### config.mk
export PLATFORM = sky130hd
export DESIGN_NAME = cdb_arbiter
export DESIGN_NICKNAME = d
export VERILOG_FILES = /design/src/rtl/cdb_arbiter.sv
export SDC_FILE = /design/constraint.sdc
export NUM_CORES = 1
export LEC_CHECK = 0
export CORE_UTILIZATION = 30
export CTS_CLUSTER_DIAMETER = 100
export DETAILED_ROUTE_END_ITERATION = 7
export PLACE_DENSITY = 0.48
export SKIP_CTS_REPAIR_TIMING = 1
export SLEW_MARGIN = 0
export SYNTH_ARGS = -nofsm -noshare
export SYNTH_HDL_FRONTEND = slang
export SYNTH_SLANG_ARGS = --single-unit
### constraint.sdc
create_clock -name clk -period 6 [get_ports clk]
set_input_delay 0.9 -clock clk [delete_from_list [all_inputs] [get_ports clk]]
set_output_delay 0.9 -clock clk [all_outputs]
set_load 0.02 [all_outputs]
### src/rtl/cdb_arbiter.sv
// Common data bus arbiter: per-unit 2-entry result FIFOs drained onto CDB_PORTS
// broadcast lanes by a round-robin scan that grants each unit at most one lane per cycle.
module cdb_arbiter #(
    parameter int ROB_DEPTH = 4,
    parameter int FU_COUNT  = 4,
    parameter int CDB_PORTS = 2
) (
    input  logic                 clk,
    input  logic                 rst,
    input  logic                 flush,
    input  logic [FU_COUNT-1:0]  fu_valid,
    output logic [FU_COUNT-1:0]  fu_ready,
    input  logic [ROB_DEPTH-1:0] fu_rob [FU_COUNT],
    input  logic [4:0]           fu_rd_s [FU_COUNT],
    input  logic [31:0]          fu_rd_v [FU_COUNT],
    output logic [CDB_PORTS-1:0] cdb_valid_out,
    output logic [ROB_DEPTH-1:0] cdb_rob [CDB_PORTS],
    output logic [4:0]           cdb_rd_s [CDB_PORTS],
    output logic [31:0]          cdb_rd_v [CDB_PORTS]
);

    localparam int PTR_W = (FU_COUNT > 1) ? $clog2(FU_COUNT) : 1;

    typedef struct packed {
        logic [ROB_DEPTH-1:0] rob;
        logic [4:0]           rd_s;
        logic [31:0]          rd_v;
    } ent_t;

    ent_t                 mem [FU_COUNT][2];
    logic [1:0]           count [FU_COUNT];
    logic [FU_COUNT-1:0]  head;
    logic [FU_COUNT-1:0]  tail;
    logic [PTR_W-1:0]     rr_ptr;
    logic [PTR_W-1:0]     rr_next;
    logic [FU_COUNT-1:0]  grant;
    logic [FU_COUNT-1:0]  push;
    logic [CDB_PORTS-1:0] lane_vld;
    logic [PTR_W-1:0]     lane_unit [CDB_PORTS];
    logic                 kill;

    // rst and flush both cut the handshake and the broadcast in the same cycle
    assign kill = rst || flush;

    always_comb begin
        for (int i = 0; i < FU_COUNT; i++) begin
            fu_ready[i] = !kill && (count[i] != 2'd2);
        end
    end

    assign push = fu_valid & fu_ready;

    // Arbitration stage: purely from registered occupancy and rr_ptr
    always_comb begin
        logic [PTR_W-1:0] idx;
        int               seen;
        grant    = '0;
        lane_vld = '0;
        rr_next  = rr_ptr;
        idx      = '0;
        seen     = 0;
        for (int k = 0; k < CDB_PORTS; k++) begin
            lane_unit[k] = '0;
        end
        for (int j = 0; j < FU_COUNT; j++) begin
            idx = PTR_W'((int'(rr_ptr) + j) % FU_COUNT);
            if (!kill && (count[idx] != 2'd0) && (seen < CDB_PORTS)) begin
                grant[idx] = 1'b1;
                for (int k = 0; k < CDB_PORTS; k++) begin
                    if (seen == k) begin
                        lane_vld[k]  = 1'b1;
                        lane_unit[k] = idx;
                    end
                end
                rr_next = PTR_W'((int'(idx) + 1) % FU_COUNT);
                seen    = seen + 1;
            end
        end
    end

    always_comb begin
        ent_t e;
        for (int k = 0; k < CDB_PORTS; k++) begin
            e                = mem[lane_unit[k]][head[lane_unit[k]]];
            cdb_valid_out[k] = lane_vld[k];
            cdb_rob[k]       = lane_vld[k] ? e.rob  : '0;
            cdb_rd_s[k]      = lane_vld[k] ? e.rd_s : '0;
            cdb_rd_v[k]      = lane_vld[k] ? e.rd_v : '0;
        end
    end

    // FIFO control state stage
    always_ff @(posedge clk) begin
        if (kill) begin
            rr_ptr <= '0;
            head   <= '0;
            tail   <= '0;
            for (int i = 0; i < FU_COUNT; i++) begin
                count[i] <= 2'd0;
            end
        end else begin
            if (grant != '0) begin
                rr_ptr <= rr_next;
            end
            for (int i = 0; i < FU_COUNT; i++) begin
                if (push[i]) begin
                    tail[i] <= ~tail[i];
                end
                if (grant[i]) begin
                    head[i] <= ~head[i];
                end
                if (push[i] && !grant[i]) begin
                    count[i] <= count[i] + 2'd1;
                end else if (!push[i] && grant[i]) begin
                    count[i] <= count[i] - 2'd1;
                end
            end
        end
    end

    // Payload storage is only ever read behind a nonzero count, so it needs no reset
    always_ff @(posedge clk) begin
        for (int i = 0; i < FU_COUNT; i++) begin
            if (push[i]) begin
                mem[i][tail[i]] <= {fu_rob[i], fu_rd_s[i], fu_rd_v[i]};
            end
        end
    end

endmodule

### Yosys cells after proc, flatten, opt, wreduce, memory -nomap -nowiden

Memory sizes are Yosys's and may differ from the RTL's. A register that Yosys moved wholly into a read port is not among the register bits.
Cells that the tools add are included.

* output and inout port bits: 88
* memories kept: 2
* input port bits: 171
* logic and storage cells: 241
* bits in writable memories: 336
* register bits: 10

* reduce and logical (&&, ||, !) cells: 47
* add/subtract/negate cells: 16
* bitwise operators: 26
* multiplexer cells: 111
* $lt $le $gt $ge: 23
* equal/unequal tests: 7

Memory list
* mem: depth 4, bits a word 82, rd ports 2, clocked after memory_dff 0, write ports 4, RTL line 30 `ent_t mem [FU_COUNT][2];`
* count: depth 4, bits a word 2, rd ports 8, clocked after memory_dff 1, write ports 4, RTL line 31 `logic [1:0] count [FU_COUNT];`

Operator list (count)
* $mux 41: 10
* $mux 82: 4
* $demux 41 s1: 4
* $mux 32: 4
* $eq 32x2->1 const B: 3
* $logic_not 32->1: 3
* $lt 32x3->1 const B: 3
* $add 32x2->32 const B: 2
* $mux 1: 48
* $mux 2: 24
* $mux 4: 9
* $logic_and 1x1->1: 27
* $lt 2x3->1 const B: 6
* $add 2x1->2 const B: 8
* $ge 2x2->1 const B: 6
* $not 1->2: 6
* $or 4x4->4: 3
* $mux 5: 2
* $logic_not 1->1: 9
* $demux 1 s2: 4
* $ge 2x1->1 const B: 4
* $lt 2x1->1 const B: 4
* $ne 2x2->1 const B: 4
* $not 1->1: 8
* 9 further kinds: 25

### Depth between registers and ports, before layout

* depth after elaboration: 20
* mapped depth: 23
* depth with buffers taken out: 18

### Worst setup path after synthesis

Ideal clock, no wire load.

* path type: flip-flop to output port
* start: register rr_ptr[0]
* end: output port cdb_rd_s[0] in the netlist's numbering
* path buffers: 4
* arrival time: 5595 ps
* stages on the path, launching flop included: 21
* setup slack: -495 ps
* required time: 5100 ps
* cell sequence: dfxtp_1 > buf_2 > clkinv_1 > ha_1 > inv_1 > mux4_2 > and2_4 > ha_1 > or3_1 > nor2_1 > inv_1 > fa_1 > and3b_1 > clkbuf_1 > and4_4 > a21o_1 > buf_6 > mux4_2 > buf_6 > a211o_1 > a21oi_1

RTL lines
* start: declaration: RTL line 34 `logic [PTR_W-1:0] rr_ptr;`
* start signal: assignment: RTL line 103 `rr_ptr <= rr_next;`
* end: declaration: RTL line 18 `output logic [4:0] cdb_rd_s [CDB_PORTS],`

==> flow_summary.toml <==
[status]
status = "finished, violations left"
violations = "DRC, setup timing"

[worst_setup_path]
slowest_delay_ns = 0.57
path_cells = "inv_2 -> ha_4 -> inv_4 -> mux4_2 -> and2_4 -> ha_4 -> or3_4 -> nor2_4 -> inv_2 -> fa_2 -> and3b_2 -> and4_4 -> a21o_4 -> mux4_2 -> buf_12 -> a211o_1 -> a21oi_4 -> buf_6"
critPathKind = "flip-flop to output pin"
timing.rr.start = "rr_ptr[1]$_SDFFE_PN0P_"
cp-start-kind = "flip-flop"
cp-end-kind = "output pin"
cp_top_family = "simple AND/OR/NAND/NOR gates"
path_buf_inv = 5
required_ns = 5.10
r2r_slack_ns = 1.39
r2r_cells = 19
cp_max_fo = 23
cp.arrival_ns = 5.22
critPathSlowestCell = "mux4_2"
r2r-end = "rr_ptr[0]$_SDFFE_PN0P_"

[pwr]
peakVddDrop_mv = 0.1951
internal-power_mw = 5.134
combPwrFrac_pct = 27.7
powerDensity_mw_per_mm2 = 273.5
p_sw_mw = 2.054
p_sw_share_pct = 28.58
pwr-share-clk_pct = 34.0
seq_power_share_pct = 38.2
p_leak_nw = 8.838

[sta]
slew_violations = 0
period_needed_ns = 6.125
hold_viol_final = 0
rsz0062_at_grt = "yes"
clock_skew_ns = 0.02545
hold-worst-slack_ns = 0.5203
max_slew_margin_pct = 18.30
period_share_pct = 102.1
worstMarginPinSlew_ns = 1.223
finalSetupViolCount = 74
layout_setup_ws_ns = -0.1246
fin_setup_tns_ns = -4.101
fmax_ghz = 0.1633

[detailed_routing]
via_per_inst = 5.505
drtPass1Iterations = 8
wl_um = 69530
vias = 13982
first_iter_violations = 1211
wl_per_cell_um = 27.37
drc_errors = 7
ant_nets = 0

[synthesis]
netlist_area_mm2 = 0.01812
synth_edf_count = 336
ys_warn_count = 0
ys_ff_latch = 348
syn_nets = 1525
synthFlopType = "edfxtp_1"
ys_types = 54
synth.area.top_cells = "edfxtp_1, mux4_2, a211oi_1"
synth_top_area_share_pct = 55.67
syn_inst = 1340
syn_avg_cell_area_um2 = 13.53
synth_top_area_cell = "edfxtp_1"
ys_seq_area_share_pct = 56.99
synthArstFlopShare_pct = 0

[finish]
post-route-util_pct = 44.28
multiInputGateArea_mm2 = 0.008092
seq_area_mm2 = 0.01033
area_growth_pct = 45.00
drive_gt1_share_pct = 35.81
fill_cells = 5382
final_cells = 2540
final_nets = 1918

[place]
hpwl_um = 43070
gp_congestion = 0.8371
dp.cells = 2394
port_buffers = 258
place_ws_ns = -0.5312

[worst_hold_path]
hold_path_class = "flip-flop to flip-flop"
holdPathEnd = "head[0]$_SDFFE_PN0P_"
hold_start = "head[0]$_SDFFE_PN0P_"
hold_depth = 2

[global_routing]
grt_pass1_wl_um = 96660
grt-ovfl-total = 0
grt_use_total_pct = 21.78
grt_pass1_vias = 14086
grt_max_degree = 83
antenna_found_initial = 4

[floorplan]
die_h_um = 247.8
die_w_um = 247.8
initial_utilization_pct = 30.54
num_rows = 89
coreArea_mm2 = 0.05935
dieArea_mm2 = 0.06140
pin_count = 259

[clock_tree]
cts_buffers = 42
cts_root_buffer = "clkbuf_16"
cts_max_level = 2
path_clk_slew_ns = 0.06
clk_latency_ns = 0.57
cts_tree = "built"
cts_sinks = 348
clockBufferDepth = 3

[run]
cap_violations = 0
cells in the final DEF (no fill, tap or decap), types with 10 or more instances in the layout:
cell and instances:
buf_6 100, clkbuf_16 52, a21oi_4 47, xnor2_1 11
mux4_2 89, nor2_1 25, clkdlybuf4s50_1 176, ha_1 11
buf_12 53, nand3_1 19, o21ai_0 15, o21ai_2 27
nand3_2 30, a21oi_2 35, dfxtp_1 10, nand2_1 14
clkbuf_1 12, mux2i_1 82, edfxtp_1 336, a211o_1 83
inv_1 101, buf_4 130, a21oi_1 12, a211oi_1 166
power by group through the flow:
stage | combinational, mW | clock [mW] | sequential, mW
floorplan | 0.801 | 0 | 2.79
global placement | 1.57 | 0 | 2.80
detailed placement | 1.58 | 0 | 2.80
CTS | 1.59 | 2.49 | 2.75
global route | 2.09 | 2.58 | 2.75
finish | 1.99 | 2.45 | 2.75
per-layer routing:
layer	vias up	wire [um]	track usage, %
met3	77	3644	3.212
met5	-	13	0
li1	6166	-	-
met1	7232	30130	29.15
met4	2	1211	5.503
met2	505	34530	36.83
worst max-delay path by stage:
stage                                      start      endpoint  slack (ns)  depth (start not counted)
after floorplan           rr_ptr[0]$_SDFFE_PN0P_  cdb_rd_v[31]        0.02                         20
after global placement                     flush  cdb_rd_v[40]       -0.47                         19
after detailed placement                   flush  cdb_rd_v[40]       -0.53                         20
after CTS                 rr_ptr[0]$_SDFFE_PN0P_  cdb_rd_v[19]       -0.86                         18
after global routing      rr_ptr[1]$_SDFFE_PN0P_  cdb_rd_v[52]       -0.33                         21
final                     rr_ptr[1]$_SDFFE_PN0P_  cdb_rd_v[19]       -0.12                         18
per-stage QoR:
stage | area, um2 | power (mW)
5_1_grt | 26280 | 7.423
3_5_place_dp | 23260 | 4.375
3_3_place_gp | 23260 | 4.370
4_1_cts | 24560 | 6.823
6_report | 26280 | 7.188
2_1_floorplan | 18610 | 3.596
cells in the mapped netlist, drive strengths merged (3+ instances only):
cell type and count:
a211o 83, a211oi 166, a21oi 94, a31oi 4, and3 3, buf 48
clkbuf 74, dfxtp 12, edfxtp 336, ha 13, inv 105, mux2i 84
mux4 89, nand2 14, nand3 58, nor2 34, nor2b 3, nor3 10
o2111ai 6, o211a 3, o211ai 3, o21ai 46, or2 5, or3 6
xnor2 11
worst min-delay path: stages, from the launching register on:
cell     delay (ns)
dfxtp_1        0.32
nor2_1         0.10
nor3_1         0.05
layout make-up:
class / count / area share [%]
inverter: 106 / 1.533
timing repair buffer: 470 / 19.72
clock inverter: 19 / 0.5713
antenna: 2 / 0.01904
sequential: 348 / 39.32
multi-input combinational: 765 / 30.79
tap: 773 / 3.680
clock buffer: 57 / 4.371
flip-flops by register name, indices dropped and copies added (netlist names), named ones only:
signal and count:
head 4, count 8, mem 328, tail 4, rr_ptr 2
logic make-up after synthesis:
logic type / share of synthesized area [%]
compound gates: 16.35
flops: 56.99
buf+inv: 5.454
mux: 15.70
simple gates: 3.914
fa+ha+maj: 1.008
xor+xnor: 0.5799
(Power assumes the default switching activity.)
